`src/rtl/renkon_ctrl_conv.sv`:
```
// Sequencer for renkon_conv: streams one kernel and one image plane per input channel,
// marks completed windows and issues delayed output-buffer writes for the last channel.
module renkon_ctrl_conv #(
   parameter int FSIZE    = 5,
   parameter int CONV_LAT = 3,
   parameter int LWIDTH   = 8,
   parameter int IMGADDR  = 16,
   parameter int WTADDR   = 12,
   parameter int OUTADDR  = 12
) (
   input  logic                              clk,
   input  logic                              xrst,
   input  logic                              req,
   input  logic [LWIDTH-1:0]                 img_size,
   input  logic [LWIDTH-1:0]                 n_in,
   output logic                              ack,
   output logic                              mem_img_en,
   output logic [IMGADDR-1:0]                mem_img_addr,
   output logic                              mem_wt_en,
   output logic [WTADDR-1:0]                 mem_wt_addr,
   output logic                              conv_wt_we,
   output logic [$clog2(FSIZE*FSIZE)-1:0]    conv_wt_idx,
   output logic                              conv_pix_valid,
   output logic                              conv_win_valid,
   output logic                              conv_acc_first,
   output logic                              out_we,
   output logic [OUTADDR-1:0]                out_addr
);

   localparam int unsigned KSZ  = FSIZE * FSIZE;
   localparam int          IDXW = $clog2(FSIZE * FSIZE);
   localparam int          DW   = $clog2(CONV_LAT + 2);

   typedef enum logic [1:0] {IDLE, WEIGHT, IMAGE, DRAIN} state_t;

   state_t              state, nxt;
   logic [LWIDTH-1:0]   sz, n, ch, row, col;
   logic [IDXW-1:0]     wcnt;
   logic [DW-1:0]       dcnt;
   logic [WTADDR-1:0]   wt_addr;
   logic [IMGADDR-1:0]  img_addr;
   logic [CONV_LAT:0]   out_pipe;
   logic                start, wt_last, img_last, ch_last, win_issue;

   assign start     = (state == IDLE) && req;
   assign wt_last   = (wcnt == IDXW'(KSZ - 1));
   assign img_last  = (row == sz - 1'b1) && (col == sz - 1'b1);
   assign ch_last   = (ch == n - 1'b1);
   assign win_issue = (state == IMAGE) && (row >= LWIDTH'(FSIZE - 1)) && (col >= LWIDTH'(FSIZE - 1));

   assign mem_wt_addr  = wt_addr;
   assign mem_img_addr = img_addr;
   assign out_we       = out_pipe[CONV_LAT];

   always_ff @(posedge clk or negedge xrst) begin
      if (!xrst) state <= IDLE;
      else       state <= nxt;
   end

   always_comb begin
      nxt        = state;
      ack        = 1'b0;
      mem_wt_en  = 1'b0;
      mem_img_en = 1'b0;
      case (state)
         IDLE: begin
            ack = 1'b1;
            if (req) nxt = WEIGHT;
         end
         WEIGHT: begin
            mem_wt_en = 1'b1;
            if (wt_last) nxt = IMAGE;
         end
         IMAGE: begin
            mem_img_en = 1'b1;
            if (img_last) nxt = ch_last ? DRAIN : WEIGHT;
         end
         DRAIN: if (dcnt == DW'(CONV_LAT)) nxt = IDLE;
         default: nxt = IDLE;
      endcase
   end

   // Address counters run continuously across channels; only a new request rewinds them.
   always_ff @(posedge clk or negedge xrst) begin
      if (!xrst) begin
         sz       <= '0;
         n        <= '0;
         ch       <= '0;
         row      <= '0;
         col      <= '0;
         wcnt     <= '0;
         dcnt     <= '0;
         wt_addr  <= '0;
         img_addr <= '0;
      end else begin
         if (start) begin
            sz       <= img_size;
            n        <= n_in;
            ch       <= '0;
            row      <= '0;
            col      <= '0;
            wcnt     <= '0;
            dcnt     <= '0;
            wt_addr  <= '0;
            img_addr <= '0;
         end
         if (state == WEIGHT) begin
            wt_addr <= wt_addr + 1'b1;
            wcnt    <= wt_last ? '0 : wcnt + 1'b1;
         end
         if (state == IMAGE) begin
            img_addr <= img_addr + 1'b1;
            if (col == sz - 1'b1) begin
               col <= '0;
               row <= img_last ? '0 : row + 1'b1;
               if (img_last && !ch_last) ch <= ch + 1'b1;
            end else begin
               col <= col + 1'b1;
            end
         end
         if (state == DRAIN) dcnt <= dcnt + 1'b1;
      end
   end

   // Issue-cycle flags are registered once to line up with the 1-cycle RAM read data.
   always_ff @(posedge clk or negedge xrst) begin
      if (!xrst) begin
         conv_wt_we     <= 1'b0;
         conv_wt_idx    <= '0;
         conv_pix_valid <= 1'b0;
         conv_win_valid <= 1'b0;
         conv_acc_first <= 1'b0;
         out_pipe       <= '0;
         out_addr       <= '0;
      end else begin
         conv_wt_we     <= (state == WEIGHT);
         conv_wt_idx    <= wcnt;
         conv_pix_valid <= (state == IMAGE);
         conv_win_valid <= win_issue;
         conv_acc_first <= win_issue && (ch == '0);
         out_pipe       <= {out_pipe[CONV_LAT-1:0], win_issue && ch_last};
         if (start)       out_addr <= '0;
         else if (out_we) out_addr <= out_addr + 1'b1;
      end
   end

endmodule

```
`config.mk`:
```
export PLATFORM = sky130hd
export DESIGN_NAME = renkon_ctrl_conv
export DESIGN_NICKNAME = d
export VERILOG_FILES = /design/src/rtl/renkon_ctrl_conv.sv
export SDC_FILE = /design/constraint.sdc
export NUM_CORES = 1
export LEC_CHECK = 0
export BUFFER_PORTS_ARGS = -buffer_cell sky130_fd_sc_hd__buf_2
export CAP_MARGIN = 20
export CORE_MARGIN = 2
export CORE_UTILIZATION = 47
export DETAILED_ROUTE_END_ITERATION = 10
export PLACE_DENSITY = 0.67
export SLEW_MARGIN = 20
export SYNTH_ARGS = -nofsm -noshare
export SYNTH_HDL_FRONTEND = slang
export SYNTH_SLANG_ARGS = --single-unit
```
`constraint.sdc`:
```
create_clock -name clk -period 7.6 [get_ports clk]
set_input_delay 0.38 -clock clk [delete_from_list [all_inputs] [get_ports clk]]
set_output_delay 0.38 -clock clk [all_outputs]
set_load 0.01 [all_outputs]
```
Word-level counts from Yosys, hierarchy flattened. Index checks and enable logic that the tools add are counted.

Register bits: 103. Output and inout port bits: 53. Word-level logic and storage cells: 87.

$add $sub $neg: 10. $lt $le $gt $ge: 2. Equal/unequal tests: 12. Muxes and demuxes: 31. Reductions and logical operators: 15.

Operator list (count): two-way mux 8 bit (11); two-way mux 12 bit (4); two-way mux 16 bit (2); adder 12 x 1 -> 12 bit (second input constant) (2); adder 8 x 1 -> 8 bit (second input constant) (3); equality test 8 bit (3); adder 16 x 1 -> 16 bit (second input constant) (1); greater-or-equal comparator 8 x 3 -> 1 bit (second input constant) (2); subtractor 8 x 1 -> 8 bit (second input constant) (2); two-way mux 5 bit (3); two-way mux 2 bit (5); zero test 8 bit (1); inequality test 2 bit (second input constant) (4); one-hot mux 2 bit (4 select lines) (1); nonzero test 2 bit (4); logical AND 1 bit (7); two-way mux 3 bit (2); adder 5 x 1 -> 5 bit (second input constant) (1); equality test 5 bit (second input constant) (1); equality test 2 bit (second input constant) (2); AND reduction 4 bit (1); adder 3 x 1 -> 3 bit (second input constant) (1); equality test 3 x 2 -> 1 bit (second input constant) (1); two-way mux 1 bit (3); other kinds (3) (3).

Logic depth before layout (Yosys ltp). Gate-level depths: netlist of run 1.

Word-level depth: 7. Gate-level depth with buffers: 11.

Worst setup path after synthesis of run 1. No wires, ideal clock.

Path kind: register to register. Start: register sz[0]. End: register row[5]. Library setup time: 0.131 ns. Arrival time: 2.763 ns. Data required time: 7.469 ns. Slack: 4.706 ns. Cell stages (with the launch flop): 12. Path through: dfrtp_1 inv_1 ha_1 buf_4 or3b_4 or3_4 a2111oi_4 nand3_1 or2_1 buf_6 and3_1 or3_1.

Longest elaborated chain between the ends: 6. Elaborated cells between the ends (all ways): 7.

Ends and longest elaborated chain: from (decl) (RTL line 37) `logic [LWIDTH-1:0] sz, n, ch, row, col;`; from (signal assigned) (RTL line 97) `sz <= img_size;`; subtractor 8 x 1 -> 8 bit (*) (RTL line 47, 113); equality test 8 bit (on tied branches) (RTL line 47, 113); logical AND 1 bit (RTL line 47) `assign img_last = (row == sz - 1'b1) && (col == sz - 1'b1);`; two-way mux 8 bit (RTL line 115) `row <= img_last ? '0 : row + 1'b1;`; two-way mux 8 bit (*) (RTL line 113) `if (col == sz - 1'b1) begin`; two-way mux 8 bit (*) (RTL line 111) `if (state == IMAGE) begin`; to (signal assigned) (RTL line 115); to (decl) (RTL line 37).

Every way passes the cells marked *; elsewhere a longest branch is shown, timed or not. A chain may end at the register's enable or synchronous reset.

Final worst setup path of run 1.
Start: register sz[0]. End: register ch[0].

Longest elaborated chain between the ends: 7. Elaborated cells between the ends (all ways): 8.

Ends and longest elaborated chain: subtractor 8 x 1 -> 8 bit (*) (RTL line 47, 113); equality test 8 bit (on tied branches) (RTL line 47, 113); logical AND 1 bit (RTL line 47); logical AND 1 bit (RTL line 116) `if (img_last && !ch_last) ch <= ch + 1'b1;`; two-way mux 8 bit (RTL line 116); two-way mux 8 bit (*) (RTL line 113); two-way mux 8 bit (*) (RTL line 111); to (signal assigned) (RTL line 116); to (decl) (RTL line 37).

Marked as above.

==> impl_results.md, run 1 <==
- Cells after Synth: 616
- Reg2Reg Setup Slack: 4400 ps
- Vias in the first global route: roughly 4.4k
- CTS tree: done
- FF+latch count, synth: slightly above 100
- ANT cells: 0
- Post-Synth Simple-Gate Area: 0.238
- Min Clock Period, post-route: approximately 3200 ps
- I/O Pins: between 70 and 80
- Routed vias/inst: between 5 and 6
- Rel. slew slack: 0.482
- Maximum vdd drop: between 0.00009 and 0.0001 V
- Final hold viol count: 0
- WL/cell: 14.6 µm
- Synth Area in Compound Gates: 0.132
- Async set or reset register ratio after synthesis: 1.00
- Nets: between 700 and 800
- Overflow after GRT: 0
- Sw frac: 0.334
- Setup TNS: 0 ps
- Leak pwr: approximately 2.9 nW
- Layout cell share with drive strength beyond 1: 0.151
- Worst-Margin Slew: 778 ps
- Die W: approximately 110 µm
- Routability Congestion: 0.878
- Row Count: 39
- Pwr Total: between 1.5 and 2 mW
- P_sw: about 0.52 mW
- CTS max path bufs: 2
- Synth Area in Adders: 0.0335
- Data arrival, critical path: ~3500 ps
- Die Y: roughly 110 µm
- Initial Util: 0.486
- RSZ-0062 raised after global routing: false
- Port bufs: 71
- Worst Hold Class: in2async
- Total GRT Usage: 0.200
- Final Util: 0.550
- Number of buffers created by CTS: 9
- DRT Pass-1 Iters: 8
- Initial DRC count: 353
- Clk pwr share: 0.313
- Post-Syn Nets: 650
- Pwr/cell area: around 250 nW/µm²
- Main combinational cell family by area after synthesis: simple AND/OR/NAND/NOR gates
- Placed Area: 6020 µm²
- Sequential area share after synthesis: 0.460
- Max cap viols: 0
- Final period util: 0.421
- Commonest non-fill, non-tap cell in the layout: dfrtp_1
- Area grow syn2layout: 13.1%
- CP Launch Type: flip-flop
- Setup fix buffers added after clock tree synthesis: 0
- Synth Warn #: 0
- Routed wire length: approximately 12 mm
- Failing checks: design-rule violations
- HPWL after DPL: roughly 8.6 mm
- Core Region: 11500 µm²
- Cell area after synthesis: between 5000 and 6000 µm²
- Critical path class: reg2reg
- Mapped Avg Cell Area: slightly above 9 µm²
- Status: complete, but fails checks
- Die footprint: between 10000 and 15000 µm²
- Synth Flop Type: dfrtp_1
- Via count: around 4.5k
- Clock Latency Late Sink: 360 ps
- Initial antenna violation count: 0
- Global-route wire length before repair: ~21 mm
- Post-CTS sizing: 0
- Post-Place Cells: 801
- FF+latch area: about 2600 µm²
- Residual DRC count: 11
- Post-cts hold buffer count: 0
- Comb power frac: 0.216
- Required time of the worst setup path: roughly 8000 ps
- FILL cells: about 1.0k
- Footprint of the multi-input gates: around 2800 µm²
- Post-route antenna net violation count: 0
- Final Skew: ~10 ps
- CTS Sinks: just over 100
- CP Max Fanout: 9
- Setup violators final: 0
- Commonest cells after routing, fill and taps aside: 103 x dfrtp_1, 96 x nand2_1, 70 x buf_2
- Max H-tree Level: 3
- Part of the power in registers: 0.471
- Fin cells: about 820
- Proportion of synthesized area in mux cells: 0.0112
- Root buf cell: clkbuf_16
- XOR/XNOR Fraction of Synth Area: 0.0856
- Largest net degree at the start of global routing: 55
- Final std cell area, no fill: between 6000 and 7000 µm²
- Crit end category: flip-flop
- Internal power: ~1.0 mW
- Clock slew at reported path FFs: around 70 ps
- Peak Freq: between 0.3 and 0.4 GHz
- Slew Limit Fails: 0
- Post-synth EDFFs: 0
- Netlist cell types: between 50 and 60
-- logic make-up after synthesis --
group / after synthesis
AND/OR/NAND/NOR: 272
XOR/XNOR: 50
buffers and inverters: 54
AO/OA/AOI/OAI: 116
flip-flops: 103
multiplexers: 6
adder cells (fa/ha/maj): 15
-- final cells by class --
type,instances,share of cell area
multi-input combinational,459,0.442
sequential,103,0.407
timing repair buffer,73,0.0589
clock buffer,9,0.0356
tap,143,0.0282
clock inverter,7,0.0144
inverter,23,0.0136
-- stage by stage --
step	setup slack (ps)	hold WS, ps
after CTS	4430	52.8
after detailed placement	4410	335
after global placement	4540	334
after floorplan	4710	84.4
final	4400	36.3
after global routing	4190	82.7
-- worst paths after layout --
check                            start              end  cells after the start
setup reg to reg                 sz[0]            ch[0]                      9
min in group clk               n_in[3]             n[3]                      3
hold reg to reg            out_pipe[0]      out_pipe[1]                      0
max in group asynchronous         xrst  mem_wt_addr[10]                      2
setup / recovery                 sz[0]            ch[0]                      9
hold / removal                    xrst      out_addr[7]                      1
-- cells in the mapped netlist (all sizes together), types with 2 or more instances --
library cell | count | area share
o21ai | 51 | 0.046
a211oi | 6 | 0.0080
xnor2 | 20 | 0.031
nor4 | 6 | 0.0078
or3 | 4 | 0.0054
nor3 | 12 | 0.012
and2 | 4 | 0.0045
nand2 | 96 | 0.064
o2111a | 2 | 0.0040
nor2b | 3 | 0.0034
buf | 8 | 0.0092
nand4 | 12 | 0.013
clkbuf | 23 | 0.015
a21oi | 17 | 0.015
nor2 | 45 | 0.030
ha | 15 | 0.034
or2 | 5 | 0.0056
a21o | 6 | 0.0080
a31oi | 5 | 0.0056
xor2 | 27 | 0.042
nand2b | 15 | 0.017
dfrtp | 103 | 0.46
a311oi | 2 | 0.0031
xnor3 | 3 | 0.012
nand3b | 2 | 0.0027
o311ai | 3 | 0.0047
o31ai | 7 | 0.0094
nand3 | 42 | 0.038
inv | 22 | 0.015
mux2i | 4 | 0.0071
and3 | 14 | 0.016
nor4bb | 2 | 0.0036
o211ai | 7 | 0.0094
mux2 | 2 | 0.0040
or4 | 4 | 0.0054
-- metal layers --
layer / GRT usage / wire [µm]
met4: 0.0780 / 265
met1: 0.274 / 5550
met2: 0.311 / 5480
met5: 0 / 0
met3: 0.0428 / 663
-- flip-flops by register name, summed over array words and instances, names as in the netlist --
register	count
row	8
out_pipe	4
conv_pix_valid	1
ch	8
conv_wt_idx	5
state	2
conv_acc_first	1
conv_win_valid	1
dcnt	3
mem_img_addr	16
n	8
col	8
conv_wt_we	1
out_addr	12
mem_wt_addr	12
sz	8
wcnt	5
-- power by group through the flow --
stage          sequential, mW  clock [mW]  combinational [mW]
5_1_grt                 0.750       0.525               0.380
3_5_place_dp            0.744           0               0.336
3_3_place_gp            0.740           0               0.324
2_1_floorplan           0.688           0               0.284
6_report                0.735       0.488               0.338
4_1_cts                 0.733       0.503               0.339
-- critical path: stages (launching register included) --
cell and delay [ps]:
dfrtp_1 450, inv_1 100, ha_1 300, or3b_4 440
nor3_1 400, xnor3_1 220, o2111a_1 230, o211ai_1 300
o21a_1 370, mux2_2 290
Note: power is estimated with default switching activity, not from simulation.
==> run 2: changes to the inputs <==
--- a/config.mk
+++ b/config.mk
@@ -10,7 +10,7 @@
 export CORE_MARGIN = 2
 export CORE_UTILIZATION = 47
 export DETAILED_ROUTE_END_ITERATION = 10
-export PLACE_DENSITY = 0.67
+export PLACE_DENSITY = 0.7
 export SLEW_MARGIN = 20
 export SYNTH_ARGS = -nofsm -noshare
 export SYNTH_HDL_FRONTEND = slang
==> constraint.sdc (replaced) <==
create_clock -name clk -period 2.9 [get_ports clk]
set_input_delay 0.145 -clock clk [delete_from_list [all_inputs] [get_ports clk]]
set_output_delay 0.145 -clock clk [all_outputs]
set_load 0.01 [all_outputs]
==> impl_results.md, run 2 (synthesis results as in run 1) <==
- Maximum vdd drop: 0.000392 V
- Routed vias/inst: around 5.6
- Critical Path Slowest Stage Cell: dfrtp_1
- WL/cell: 14.7 µm
- Area grow syn2layout: 17.2%
- ANT cells: 0
- Final Skew: 10.8 ps
- CTS tree: done
- Port bufs: between 70 and 80
- Peak Freq: around 0.36 GHz
- Initial DRC count: about 430
- Row Count: 39
- Max H-tree Level: 3
- Failing checks: design-rule violations
- Nets: around 730
- Final period util: 0.957
- Largest net degree at the start of global routing: 61
- Layout cell share with drive strength beyond 1: 0.165
- Reg2Reg Setup Slack: 120 ps
- Global-route wire length before repair: between 20 and 25 mm
- P_sw: 1.35 mW
- Root buf cell: clkbuf_16
- CTS Sinks: approximately 100
- CP Max Fanout: 7
- I/O Pins: approximately 70
- Clock Latency Late Sink: ~350 ps
- Commonest non-fill, non-tap cell in the layout: dfrtp_1
- CP max stage delay: 410 ps
- Post-route antenna net violation count: 0
- Setup TNS: 0 ps
- Slew Limit Fails: 0
- CP Launch Type: flip-flop
- Core Region: between 10000 and 15000 µm²
- Die W: 113 µm
- Max cap viols: 0
- R2r endpoint: ch[0]
- Setup violators final: 0
- DRT Pass-1 Iters: 8
- Final hold viol count: 0
- Routability Congestion: between 0.9 and 1
- Leak pwr: 3.02 nW
- Rel. slew slack: 0.480
- Initial Util: 0.486
- Hold Path Stages: 3
- Reg2Reg Depth: 9
- Clk pwr share: 0.308
- Residual DRC count: 13
- Comb power frac: 0.225
- Worst-Margin Slew: 780 ps
- CTS max path bufs: 2
- Die footprint: 12800 µm²
- Initial antenna violation count: 0
- Crit path max-delay family: simple AND/OR/NAND/NOR gates
- CP Cell Sequence: inv_1 -> ha_1 -> or3b_4 -> or3_4 -> a2111oi_4 -> and2_1 -> nand3_1 -> o21a_1 -> mux2_2
- Largest register FFs: 16
- Hold_sp: n_in[4]
- Part of the power in registers: 0.467
- Commonest cells after routing, fill and taps aside: 103 x dfrtp_1, 96 x nand2_1, 70 x buf_2
- Crit end category: flip-flop
- Vias in the first global route: around 4.5k
- HPWL after DPL: roughly 8.8 mm
- Hold path endpoint: n[4]
- Min Clock Period, post-route: approximately 2800 ps
- Internal power: approximately 2.8 mW
- Number of buffers created by CTS: 9
- Pwr/cell area: approximately 630 nW/µm²
- Routed wire length: roughly 12 mm
- Total GRT Usage: 0.203
- FILL cells: just over 1k
- Required time of the worst setup path: between 3000 and 4000 ps
- Die Y: between 100 and 150 µm
- Via count: ~4.7k
- Overflow after GRT: 0
- Status: complete, but fails checks
- Clock slew at reported path FFs: roughly 70 ps
- Worst r2r src: sz[1]
- Setup fix buffers added after clock tree synthesis: 0
- Worst Hold Class: in2reg
- RSZ-0062 raised after global routing: false
- Final Util: 0.570
- Data arrival, critical path: ~3000 ps
- Worst path bufs/invs: 1
- Sw frac: 0.329
- Critical path class: reg2reg
[run 2: cell count changes in the layout (fill, tap and decap cells not counted)]
cell and delta:
inv_6 +1, buf_12 +1, nor3_1 -1, dlygate4sd3_1 +13, buf_4 +11, inv_8 -1
clkinv_8 -1, clkbuf_8 +1, nor3_2 +1
[run 2: what timing repair did]
action,4_1_cts,5_1_grt
resized for setup,0,1
hold buffers,13,0
setup endpoints to repair,0,9
hold endpoints to repair,71,0
[run 2: how the worst max path moves through the flow]
stage / from / endpoint / cells past startpoint
4_1_cts: sz[1] / ch[0] / 9
6_report: sz[1] / ch[0] / 9
5_1_grt: sz[1] / ch[0] / 9
3_5_place_dp: sz[1] / ch[0] / 9
2_1_floorplan: sz[0] / row[5] / 11
3_3_place_gp: sz[1] / row[5] / 9
[run 2: worst min-delay path, delay by kind of cell]
family | cells | cell delay [ps]
buffers and inverters | 1 | 80
AOI/OAI and AO/OA | 1 | 60
and+or+nand+nor | 1 | 30
[run 2: layer usage]
layer	global-route usage	share of wire
met4	0.0732	0.018
met1	0.266	0.45
met5	0	0
met3	0.0439	0.047
met2	0.335	0.48
[run 2: final cells by class]
class / instances / area [µm²] / share of cell area
clock buffer: 10 / 239 / 0.0364
clock inverter: 6 / 72.6 / 0.0111
inverter: 23 / 86.3 / 0.0131
multi-input combinational: 459 / 2810 / 0.427
sequential: 103 / 2580 / 0.393
tap: 143 / 179 / 0.0272
timing repair buffer: 98 / 606 / 0.0922
[run 2: per-stage QoR]
| stage | cells | power [mW] | hold WS, ps | cell area (µm²) | setup WS (ps) |
|---|---|---|---|---|---|
| finish | 842 | 4.12 | 5.16 | 6570 | 124 |
| global route | 842 | 4.37 | 3.94 | 6570 | 5.12 |
| CTS | 842 | 4.14 | 1.45 | 6560 | 124 |
| detailed placement | 813 | 2.85 | 276 | 6120 | 152 |
| global placement | 813 | 2.80 | 265 | 6120 | 234 |
| floorplan | 616 | 2.55 | -151 | 5600 | 6.14 |
[run 2: power by group through the flow]
| stage | logic (mW) | clock network (mW) | registers [mW] |
|---|---|---|---|
| 6_report | 0.925 | 1.27 | 1.92 |
| 4_1_cts | 0.926 | 1.30 | 1.92 |
| 5_1_grt | 1.04 | 1.36 | 1.97 |
| 2_1_floorplan | 0.745 | 0 | 1.80 |
| 3_5_place_dp | 0.905 | 0 | 1.94 |
| 3_3_place_gp | 0.863 | 0 | 1.94 |
